File: src/rtl/cu_pkg.sv
// Shared types and constants for the hardwired control sequencer: states, opcodes,
// ALU encodings, instruction field positions and the registered strobe bundle.
package cu_pkg;

    localparam int unsigned IR_W  = 32;
    localparam int unsigned OP_W  = 5;
    localparam int unsigned REG_W = 4;
    localparam int unsigned ALU_W = 5;

    localparam int unsigned OP_MSB = 31;
    localparam int unsigned OP_LSB = 27;
    localparam int unsigned RA_MSB = 26;
    localparam int unsigned RA_LSB = 23;
    localparam int unsigned RB_MSB = 22;
    localparam int unsigned RB_LSB = 19;
    localparam int unsigned RC_MSB = 18;
    localparam int unsigned RC_LSB = 15;

    typedef enum logic [2:0] {
        ST_RST,
        ST_T0,
        ST_T1,
        ST_T2,
        ST_T3,
        ST_T4,
        ST_T5,
        ST_HALT
    } cu_state_e;

    localparam logic [OP_W-1:0] OP_ADD  = 5'b00011;
    localparam logic [OP_W-1:0] OP_SUB  = 5'b00100;
    localparam logic [OP_W-1:0] OP_SHR  = 5'b00101;
    localparam logic [OP_W-1:0] OP_SHL  = 5'b00110;
    localparam logic [OP_W-1:0] OP_ROR  = 5'b00111;
    localparam logic [OP_W-1:0] OP_ROL  = 5'b01000;
    localparam logic [OP_W-1:0] OP_AND  = 5'b01010;
    localparam logic [OP_W-1:0] OP_OR   = 5'b01011;
    localparam logic [OP_W-1:0] OP_ADDI = 5'b01100;
    localparam logic [OP_W-1:0] OP_ANDI = 5'b01101;
    localparam logic [OP_W-1:0] OP_ORI  = 5'b01110;
    localparam logic [OP_W-1:0] OP_NOP  = 5'b11000;
    localparam logic [OP_W-1:0] OP_HALT = 5'b11001;

    // ALU operations share the R-type opcode encoding
    localparam logic [ALU_W-1:0] ALU_NONE = 5'b00000;
    localparam logic [ALU_W-1:0] ALU_ADD  = ALU_W'(OP_ADD);
    localparam logic [ALU_W-1:0] ALU_AND  = ALU_W'(OP_AND);
    localparam logic [ALU_W-1:0] ALU_OR   = ALU_W'(OP_OR);

    typedef struct packed {
        logic              pc_out;
        logic              mar_in;
        logic              inc_pc;
        logic              z_in;
        logic              zlo_out;
        logic              pc_in;
        logic              read;
        logic              mdr_in;
        logic              mdr_out;
        logic              ir_in;
        logic              y_in;
        logic              c_out;
        logic              gra;
        logic              grb;
        logic              grc;
        logic              r_in;
        logic              r_out;
        logic [ALU_W-1:0]  alu_op;
        logic              run;
    } cu_strobe_t;

endpackage

File: src/rtl/control_unit_ir_decode.sv
// Combinational opcode classifier; any opcode that is not R/I-type or HALT reports as NOP.
module ir_decode
    import cu_pkg::*;
(
    input  logic [OP_W-1:0]  opcode,
    output logic             is_rtype_c,
    output logic             is_itype_c,
    output logic             is_halt_c,
    output logic             is_nop_c,
    output logic [ALU_W-1:0] alu_op_c
);

    always_comb begin
        is_rtype_c = 1'b0;
        is_itype_c = 1'b0;
        is_halt_c  = 1'b0;
        alu_op_c   = ALU_NONE;
        case (opcode)
            OP_ADD, OP_SUB, OP_SHR, OP_SHL, OP_ROR, OP_ROL, OP_AND, OP_OR: begin
                is_rtype_c = 1'b1;
                alu_op_c   = ALU_W'(opcode);
            end
            OP_ADDI: begin
                is_itype_c = 1'b1;
                alu_op_c   = ALU_ADD;
            end
            OP_ANDI: begin
                is_itype_c = 1'b1;
                alu_op_c   = ALU_AND;
            end
            OP_ORI: begin
                is_itype_c = 1'b1;
                alu_op_c   = ALU_OR;
            end
            OP_HALT: is_halt_c = 1'b1;
            default: ;
        endcase
    end

    assign is_nop_c = ~(is_rtype_c | is_itype_c | is_halt_c);

endmodule

File: src/rtl/control_unit.sv
// Hardwired fetch/decode/execute sequencer driving the datapath strobes.
// Optional T1 memory wait on Mem_ready is enabled by defining CU_MEM_WAIT_EN.
module control_unit
    import cu_pkg::*;
#(
    parameter int unsigned OPW  = OP_W,
    parameter int unsigned REGW = REG_W
) (
    input  logic              Clock,
    input  logic              Reset_n,
    input  logic [IR_W-1:0]   IR,
    input  logic              Mem_ready,
    input  logic              Stop,
    output logic              PCout,
    output logic              MARin,
    output logic              IncPC,
    output logic              Zin,
    output logic              ZLOout,
    output logic              PCin,
    output logic              Read,
    output logic              MDRin,
    output logic              MDRout,
    output logic              IRin,
    output logic              Yin,
    output logic              Cout,
    output logic              Gra,
    output logic              Grb,
    output logic              Grc,
    output logic              Rin,
    output logic              Rout,
    output logic [ALU_W-1:0]  Alu_op,
    output logic              Run
);

    localparam int unsigned FIELD_LSB = IR_W - OPW - 3 * REGW;

    cu_state_e        state_q, state_d;
    cu_strobe_t       strobe_q, strobe_d;
    logic             is_rtype, is_itype, is_halt, is_nop;
    logic [ALU_W-1:0] dec_alu_op;
    logic             ir_fields_unused;

    ir_decode u_ir_decode (
        .opcode     (OP_W'(IR[IR_W-1 -: OPW])),
        .is_rtype_c (is_rtype),
        .is_itype_c (is_itype),
        .is_halt_c  (is_halt),
        .is_nop_c   (is_nop),
        .alu_op_c   (dec_alu_op)
    );

    // Register operand fields are routed to the register file by the datapath, not here
`ifdef CU_MEM_WAIT_EN
    assign ir_fields_unused = ^{IR[IR_W-OPW-1:FIELD_LSB], IR[FIELD_LSB-1:0]};
`else
    assign ir_fields_unused = ^{IR[IR_W-OPW-1:FIELD_LSB], IR[FIELD_LSB-1:0], Mem_ready};
`endif

    // State and output registers; async reset aborts any instruction in flight
    always_ff @(posedge Clock or negedge Reset_n) begin
        if (!Reset_n) begin
            state_q      <= ST_RST;
            strobe_q     <= '0;
            strobe_q.run <= 1'b1;
        end else begin
            state_q  <= state_d;
            strobe_q <= strobe_d;
        end
    end

    // Next state, then outputs decoded from the state being entered
    always_comb begin
        state_d      = state_q;
        strobe_d     = '0;
        strobe_d.run = 1'b1;

        case (state_q)
            ST_RST: state_d = ST_T0;
            ST_T0:  state_d = ST_T1;
`ifdef CU_MEM_WAIT_EN
            ST_T1:  if (Mem_ready) state_d = ST_T2;
`else
            ST_T1:  state_d = ST_T2;
`endif
            ST_T2: begin
                if (is_halt || (is_nop && Stop)) state_d = ST_HALT;
                else if (is_nop)                 state_d = ST_T0;
                else                             state_d = ST_T3;
            end
            ST_T3:   state_d = ST_T4;
            ST_T4:   state_d = ST_T5;
            ST_T5:   state_d = Stop ? ST_HALT : ST_T0;
            ST_HALT: state_d = ST_HALT;
            default: state_d = ST_RST;
        endcase

        case (state_d)
            ST_T0: begin
                strobe_d.pc_out = 1'b1;
                strobe_d.mar_in = 1'b1;
                strobe_d.inc_pc = 1'b1;
                strobe_d.z_in   = 1'b1;
            end
            ST_T1: begin
                strobe_d.zlo_out = 1'b1;
                strobe_d.pc_in   = 1'b1;
                strobe_d.read    = 1'b1;
                strobe_d.mdr_in  = 1'b1;
            end
            ST_T2: begin
                strobe_d.mdr_out = 1'b1;
                strobe_d.ir_in   = 1'b1;
            end
            ST_T3: begin
                strobe_d.grb   = 1'b1;
                strobe_d.r_out = 1'b1;
                strobe_d.y_in  = 1'b1;
            end
            ST_T4: begin
                strobe_d.z_in   = 1'b1;
                strobe_d.alu_op = dec_alu_op;
                if (is_itype) begin
                    strobe_d.c_out = 1'b1;
                end else begin
                    strobe_d.grc   = 1'b1;
                    strobe_d.r_out = 1'b1;
                end
            end
            ST_T5: begin
                strobe_d.zlo_out = 1'b1;
                strobe_d.gra     = 1'b1;
                strobe_d.r_in    = 1'b1;
            end
            ST_HALT: strobe_d.run = 1'b0;
            default: ;
        endcase
    end

    assign PCout  = strobe_q.pc_out;
    assign MARin  = strobe_q.mar_in;
    assign IncPC  = strobe_q.inc_pc;
    assign Zin    = strobe_q.z_in;
    assign ZLOout = strobe_q.zlo_out;
    assign PCin   = strobe_q.pc_in;
    assign Read   = strobe_q.read;
    assign MDRin  = strobe_q.mdr_in;
    assign MDRout = strobe_q.mdr_out;
    assign IRin   = strobe_q.ir_in;
    assign Yin    = strobe_q.y_in;
    assign Cout   = strobe_q.c_out;
    assign Gra    = strobe_q.gra;
    assign Grb    = strobe_q.grb;
    assign Grc    = strobe_q.grc;
    assign Rin    = strobe_q.r_in;
    assign Rout   = strobe_q.r_out;
    assign Alu_op = strobe_q.alu_op;
    assign Run    = strobe_q.run;

endmodule

File: config.mk
export PLATFORM = sky130hd
export DESIGN_NAME = control_unit
export DESIGN_NICKNAME = d
export VERILOG_FILES = /design/src/rtl/cu_pkg.sv /design/src/rtl/control_unit_ir_decode.sv /design/src/rtl/control_unit.sv
export SDC_FILE = /design/constraint.sdc
export NUM_CORES = 1
export LEC_CHECK = 0
export CORE_MARGIN = 2
export CORE_UTILIZATION = 35
export CTS_BUF_LIST = sky130_fd_sc_hd__clkbuf_8 sky130_fd_sc_hd__clkbuf_16
export DETAILED_ROUTE_END_ITERATION = 7
export PLACE_DENSITY = 0.76
export SLEW_MARGIN = 20
export SYNTH_ARGS = -nofsm -noshare
export SYNTH_HDL_FRONTEND = slang
export SYNTH_SLANG_ARGS = --single-unit
File: constraint.sdc
create_clock -name Clock -period 1.9 [get_ports Clock]
set_clock_uncertainty 0.2 [all_clocks]
set_input_delay 0.38 -clock Clock [delete_from_list [all_inputs] [get_ports Clock]]
set_output_delay 0.38 -clock Clock [all_outputs]
set_load 0.02 [all_outputs]
# [Word-level counts from Yosys, hierarchy flattened]
# Index checks and enable logic that the tools add are counted.
[totals] in_bits=36 reg_bits=24 output_inout_bits=23 wordCells=76
[classes] eq_ne=26 bitwise=3 n_reduce_logical=7 muxes=22
[ops] cell="equality test 5 x 4 -> 1 bit, second input constant" n=6
[ops] cell="equality test 3 bit, second input constant" n=8
[ops] cell="case mux 3 bit (8 select lines)" n=1
[ops] cell="equality test 5 x 3 -> 1 bit, second input constant" n=4
[ops] cell="case mux 5 bit (4 select lines)" n=1
[ops] cell="2-to-1 mux 3 bit" n=5
[ops] cell="equality test 3 x 2 -> 1 bit, second input constant" n=4
[ops] cell="2-to-1 mux 1 bit" n=12
[ops] cell="OR reduction 8 bit" n=1
[ops] cell="equality test 3 x 1 -> 1 bit, second input constant" n=2
[ops] cell="equality test 5 x 2 -> 1 bit, second input constant" n=1
[ops] cell="equality test 5 bit, second input constant" n=1
[ops] cell="2-to-1 mux 5 bit" n=1
[ops] cell="OR reduction 2 bit" n=2
[ops] cell="zero test 3 bit" n=1
[ops] cell="OR reduction 3 bit" n=1
[ops] cell="2-to-1 mux 2 bit" n=1
[ops] cell="OR 1 bit" n=2
[ops] cell="case mux 1 bit (2 select lines)" n=1
[ops] cell="logical AND 1 bit" n=1
[ops] cell="logical OR 1 bit" n=1
[ops] cell="inverter 1 bit" n=1

# [Logic depth before layout (Yosys ltp)]
# Gate-level depths: netlist of run 1.
[depth] word_depth=13 depth_mapped=4 ltp_nobuf=3

# [Modules after synthesis]
# From an unflattened synthesis of run 1, not the netlist that was laid out.
[hier_totals] cells_unflattened=95 hier_area_um2=1011.0
[modules_own_cells] module="control_unit" cells_each=64 n_inst=1 area_per_inst_um2=795.8 seq_area_each_um2=476.7
[modules_own_cells] module="ir_decode" cells_each=31 n_inst=1 area_per_inst_um2=215.2 seq_area_each_um2=0.0

# [Least setup slack after synthesis of run 1]
# Ideal clock, no wire load.
[synth_path] path_type="in2reg" start="input IR[27]" end="register state_q[2]" setup_ps=94 arrival_time_ps=1415 n_path_buf=1 path_stages=4 path_slack_ps=191 path_cell_list="buf_2 > and4_4 > or4_4 > a221oi_2"
[synth_between] elab_chain_len=10 elab_cells_between_ends=25 cone_classes="eq/ne: 12; mux: 6; bitwise: 3; reduce/logical: 4"
[synth_lines] item="start: declaration" line_no="control_unit.sv:11" text="input logic [IR_W-1:0] IR,"
[synth_lines] item="equality test 5 x 2 -> 1 bit (tied with other cells)" line_no="control_unit_ir_decode.sv:18" text="case (opcode)"
[synth_lines] item="OR reduction 8 bit / OR reduction 3 bit (equally long branches)"
[synth_lines] item="2-to-1 mux 1 bit" line_no="control_unit_ir_decode.sv:18"
[synth_lines] item="OR 1 bit (2 in series)" line_no="control_unit_ir_decode.sv:40" text="assign is_nop_c = ~(is_rtype_c | is_itype_c | is_halt_c);"
[synth_lines] item="inverter 1 bit" line_no="control_unit_ir_decode.sv:40"
[synth_lines] item="logical AND 1 bit" line_no="control_unit.sv:86" text="if (is_halt || (is_nop && Stop)) state_d = ST_HALT;"
[synth_lines] item="logical OR 1 bit" line_no="control_unit.sv:86"
[synth_lines] item="2-to-1 mux 3 bit (*)" line_no="control_unit.sv:86"
[synth_lines] item="case mux 3 bit (8 select lines) (*)" line_no="control_unit.sv:77" text="case (state_q)"
[synth_lines] item="via state_d[2]" line_no="control_unit.sv:37" text="cu_state_e state_q, state_d;"
[synth_lines] item="end signal: assignment" line_no="control_unit.sv:66" text="state_q <= state_d;"
[synth_lines] item="end: declaration" line_no="control_unit.sv:37"
# The timed path passes the listed nets; every way through them passes the cells marked *.

# [Worst setup path in the final report of run 1]
[layout_path] start="input IR[30]" end="register state_q[2]"
# Same word-level chain as after synthesis.

==> flow_summary.json, run 1 <==
{
  "critical_path_class": "in -> reg",
  "drt-total-wl_mm": 1.61,
  "dr.first_iter.drc_count": 7,
  "max-vdd-ir-drop_uv": 700,
  "die-area_mm2": 0.00300,
  "power.leakage_nw": 0.569,
  "grt-ovfl-total": 0,
  "max_cap_violations": 0,
  "grt_max_degree": 20,
  "cp_max_fo": 3,
  "clock-sinks": 19,
  "grt_usage": 0.133,
  "post-dp-hpwl_mm": 1.24,
  "via_per_inst": 4.94,
  "slew_viol_final": 0,
  "instances_no_fill": 141,
  "postLayoutCoreUtil": 0.519,
  "clkTransAtPathRegs_ns": 0.07,
  "finalInstanceArea_mm2": 0.00127,
  "critPathMaxStageDelay_ns": 0.54,
  "areaGrowthSynthToFinish_pct": 41.1,
  "htreeDepth": 1,
  "syn-num-nets": 118,
  "clock_latency_ns": 0.24,
  "cp-start-kind": "primary input",
  "fin_ws_ns": 0.0312,
  "cp_cell_sequence": "clkdlybuf4s50_1 > and4_4 > or4_4 > a221oi_2",
  "status": "finished clean",
  "wl_per_cell_um": 11.4,
  "io_pins": 59,
  "start_util": 0.368,
  "cts_root_buf": "clkbuf_8",
  "fin_nets": 148,
  "drive_gt1_frac": 0.171,
  "setup_viol": 0,
  "synth_area_per_cell_um2": 11.0,
  "synth_edf_count": 0,
  "numPortBuffers": 30,
  "drtAntennaViolNets": 0,
  "num_rows": 18,
  "synthCells": 82,
  "hold_viol": 0,
  "core_region_area_mm2": 0.00245,
  "synth-seq-cells": 19,
  "fin_crit_ns": 1.87,
  "yosysWarnings": 0,
  "cpMaxStageDelayCell": "or4_4",
  "cts_setup_buffers": 0,
  "crit_family": "simple AND/OR/NAND/NOR gates",
  "drc_errors": 0,
  "antenna_found_initial": 0,
  "synth-main-ff-cell": "dfrtp_1",
  "placed_area_mm2": 0.00122,
  "required_ns": 1.85,
  "post-route-period-util": 0.984,
  "post-place-ws_ns": -0.298,
  "ys_seq_area_frac": 0.528,
  "gp_congestion": 0.755,
  "fmax_mhz": 535,
  "dr.pass1.iters": 4,
  "critPathArrivalTime_ns": 1.82,
  "die_height_um": 54.8,
  "postSynth.asyncResetShare": 1.00,
  "clockBufferDepth": 2,
  "first_global_vias": 632,
  "end_kind": "flop",
  "grt_first_pass_wirelength_mm": 2.82,
  "dp.cells": 137,
  "vias": 696,
  "min_path_type": "in -> async",
  "cts_buffers": 3,
  "cts_tree": "built",
  "r2r-start": "state_q[2]",
  "netlist_area_um2": 903,
  "synth_cell_types": 36,
  "insertedDiodeCount": 0,
  "worstSetupStartpoint": "IR[30]",
  "power_density_mw_per_mm2": 1020,
  "die_width_um": 54.8,
  "worst-path-buf-inv": 1
}
metrics by stage:
step	TNS (ns)	power (mW)	hold slack, ns
6_report	0	1.30	0.253
5_1_grt	-0.00189	1.39	0.295
4_1_cts	0	1.31	0.259
3_5_place_dp	-1.54	1.05	0.436
3_3_place_gp	-1.27	1.04	0.417
2_1_floorplan	0	0.875	-0.116
cell families (layout without fill, tap and decap cells):
group | Yosys count | after routing | synth area share
AO/OA/AOI/OAI | 18 | 18 | 0.148
XOR/XNOR | 1 | 1 | 0.00970
buffers and inverters | 16 | 45 | 0.107
flip-flops | 19 | 19 | 0.528
multiplexers | 1 | 1 | 0.0111
other | 1 | 1 | 0.00415
AND/OR/NAND/NOR | 26 | 26 | 0.193
metal layers:
metal	global-route usage	share of wire	wire [um]	vias up
met1	0.167	0.42	677	331
met3	0.0164	0.047	76	2
li1	-	-	-	339
met5	0	0	0	-
met2	0.220	0.52	831	24
met4	0.0750	0.012	19	0
cell usage in the layout (no fill, tap or decap), drive strengths merged, types with 3 or more instances in the layout:
| cell type | instances |
|---|---|
| dfrtp | 18 |
| clkbuf | 3 |
| nor2 | 3 |
| and2 | 3 |
| clkdlybuf4s50 | 26 |
| nor3b | 3 |
| nand2b | 3 |
| inv | 4 |
| buf | 8 |
| a21oi | 4 |
| nor3 | 4 |
timing repair:
action	4_1_cts	5_1_grt
gates resized for setup	2	4
endpoints found under the setup margin	2	2
hold buffers	0	0
report_power, final:
| part | switching (mW) | total [mW] | internal [mW] |
|---|---|---|---|
| Sequential | 0.0888 | 0.571 | 0.483 |
| Combinational | 0.235 | 0.470 | 0.235 |
| Clock | 0.118 | 0.261 | 0.143 |
registers in the layout, summed over array words and instances (netlist names):
signal   count
MDRin        1
Run          1
Zin          1
state_q      3
Alu_op       5
Grb          1
Grc          1
ZLOout       1
Rin          1
IRin         1
Rout         1
Cout         1
IncPC        1
cell usage after synthesis (2+ instances only):
master     number  area share
buf_2           2       0.011
nor3_1          4       0.022
nand2b_1        3       0.021
o21ai_0         2       0.011
dfrtp_1        18        0.50
clkbuf_1        3       0.012
buf_4           7       0.058
and2_1          3       0.021
nor2_1          3       0.012
o2bb2ai_1       2       0.019
a21oi_1         4       0.022
nand3_1         2       0.011
o31ai_1         2       0.017
a31oi_1         2       0.014
inv_1           3       0.012
nor3b_1         2       0.017
cell type report:
type / instances / area (um2)
Clock buffer: 3 / 41.3
Clock inverter: 1 / 3.75
Fill cell: 226 / 1180
Inverter: 3 / 11.3
Multi-Input combinational cell: 47 / 342
Sequential cell: 19 / 477
Tap cell: 30 / 37.5
Timing Repair Buffer: 38 / 363
worst paths after layout:
| check | slack (ns) | cells after the start | end |
|---|---|---|---|
| hold reg to reg | 0.45 | 1 | IRin |
| min in group Clock | 0.36 | 3 | Alu_op[0] |
| hold / removal | 0.25 | 2 | Alu_op[4] |
| max in group asynchronous | 0.99 | 2 | Run |
| setup reg to reg | 0.32 | 3 | Alu_op[1] |
| setup / recovery | 0.03 | 4 | state_q[2] |
Note: power is estimated with default switching activity, not from simulation.
==> run 2: changes to the inputs <==
--- a/config.mk
+++ b/config.mk
@@ -5,7 +5,7 @@
 export SDC_FILE = /design/constraint.sdc
 export NUM_CORES = 1
 export LEC_CHECK = 0
-export CORE_MARGIN = 2
+export CORE_MARGIN = 1.5
 export CORE_UTILIZATION = 35
 export CTS_BUF_LIST = sky130_fd_sc_hd__clkbuf_8 sky130_fd_sc_hd__clkbuf_16
 export DETAILED_ROUTE_END_ITERATION = 7
==> run 2 against run 1 <==
Combinational power grew 1%. Largest power group unchanged. Final cell count grew 1.4%. Worst hold slack lost 0.0016 ns. Via count grew 2.9%. Routed wire length grew 11%. Global-route usage grew 0.24 points. Sequential share of layout area shrank 0.26 points. Largest cell class unchanged. Clock power grew 5%.
==> flow_summary.json, run 2 (same netlist as run 1, synthesis figures left out) <==
{
  "status": "finished clean",
  "hold_buffers": 0,
  "end_kind": "flop",
  "tightest_slew_ns": 0.507,
  "max-vdd-ir-drop_uv": 608,
  "start_util": 0.368,
  "hold_viol": 0,
  "insertedDiodeCount": 0,
  "max_cap_violations": 0,
  "first_global_vias": 659,
  "total_power_mw": 1.33,
  "min_path_type": "in -> async",
  "grt_usage": 0.136,
  "critPathMaxStageDelay_ns": 0.53,
  "die_height_um": 53.8,
  "drive_gt1_frac": 0.186,
  "numPortBuffers": 30,
  "drtAntennaViolNets": 0,
  "cts_tree": "built",
  "critPathArrivalTime_ns": 1.82,
  "use_met3": 0.0250,
  "crit_family": "simple AND/OR/NAND/NOR gates",
  "critical_path_class": "in -> reg",
  "post-route-period-util": 0.978,
  "gp_congestion": 0.806,
  "postLayoutCoreUtil": 0.523,
  "setup_viol": 0,
  "drc_errors": 0,
  "groute.layer.met1.usage": 0.154,
  "grt_max_degree": 20,
  "use_met2": 0.234,
  "largest_reg_flops": 5,
  "fmax_mhz": 538,
  "max_slew_margin": 0.659,
  "antenna_found_initial": 0,
  "slew_viol_final": 0,
  "areaGrowthSynthToFinish_pct": 42.1,
  "cp_max_fo": 3,
  "clock-sinks": 19,
  "clock_latency_ns": 0.25,
  "cp_cell_sequence": "clkdlybuf4s50_1 > and4_4 > or4_4 > a221oi_2",
  "post-dp-hpwl_mm": 1.37,
  "fin_nets": 150,
  "ff2ff_setup_slack_ns": 0.23,
  "cts_root_buf": "clkbuf_8",
  "cp-start-kind": "primary input",
  "cpMaxStageDelayCell": "or4_4",
  "via_per_inst": 5.01,
  "worst-path-buf-inv": 1,
  "setup_tns_ns": 0,
  "required_ns": 1.86,
  "grt_first_pass_wirelength_mm": 2.81,
  "die-area_mm2": 0.00289,
  "clkTransAtPathRegs_ns": 0.07,
  "htreeDepth": 1,
  "final_cell_mix": "clkdlybuf4s50_1 (27), dfrtp_1 (18), buf_4 (10)",
  "busiest_layer": "met2",
  "vias": 716,
  "dr.pass1.iters": 4,
  "grt-ovfl-total": 0,
  "num_rows": 18,
  "fin_crit_ns": 1.86,
  "layout_commonest_cell": "clkdlybuf4s50_1",
  "drt-total-wl_mm": 1.78,
  "cts_buffers": 3,
  "io_pins": 59,
  "power_density_mw_per_mm2": 1030,
  "clockBufferDepth": 2,
  "dr.first_iter.drc_count": 13,
  "power.leakage_nw": 0.567,
  "holdWs_ns": 0.252,
  "core_region_area_mm2": 0.00245,
  "die_width_um": 53.8,
  "wl_per_cell_um": 12.4
}
## run 2: path summary, 6_finish.rpt
check | from | to | cells after the start
max | IR[28] | state_q[2] | 4
min | Reset_n | Grb | 2
max reg2reg | state_q[2] | Alu_op[1] | 3
min reg2reg | state_q[0] | IRin | 1
max in group asynchronous | Reset_n | Run | 2
min in group Clock | IR[27] | Alu_op[0] | 3
## run 2: worst register-to-register path, cell delays in order (launching register included)
cell and delay [ns]:
dfrtp_1 0.55, nor3b_1 0.36, nand2b_1 0.20, nor4_1 0.27
## run 2: what timing repair did
action / CTS / global route
setup buffers: 0 / 0
pin swaps: 0 / 0
hold endpoints to repair: 0 / 0
gates resized for setup: 2 / 2
setup endpoints to repair: 2 / 1
## run 2: routing by layer
metal  share of wire  wire, um  up-vias
li1                -         -      345
met1            0.43       755      341
met2            0.50       894       23
met3           0.048        85        7
met4           0.023        41        0
met5               0         0        -
## run 2: area by class of cell
cell class	instances	area (um2)
Clock buffer	3	41.3
Inverter	3	11.3
Fill cell	214	1170
Sequential cell	19	477
Tap cell	30	37.5
Timing Repair Buffer	40	375
Multi-Input combinational cell	47	337
Clock inverter	1	5.00
## run 2: metrics by stage
| stage | setup slack (ns) | area [um2] | std cells |
|---|---|---|---|
| 2_1_floorplan | 0.191 | 903 | 82 |
| 3_5_place_dp | -0.273 | 1230 | 139 |
| 5_1_grt | -0.00122 | 1280 | 143 |
| 4_1_cts | 0.0439 | 1270 | 143 |
| 3_3_place_gp | -0.232 | 1230 | 139 |
| 6_report | 0.0412 | 1280 | 143 |
## run 2: report_power, final
part           internal [mW]  switching (mW)
clock network          0.146           0.129
registers              0.482          0.0932
logic                  0.238           0.239
total                  0.866           0.462
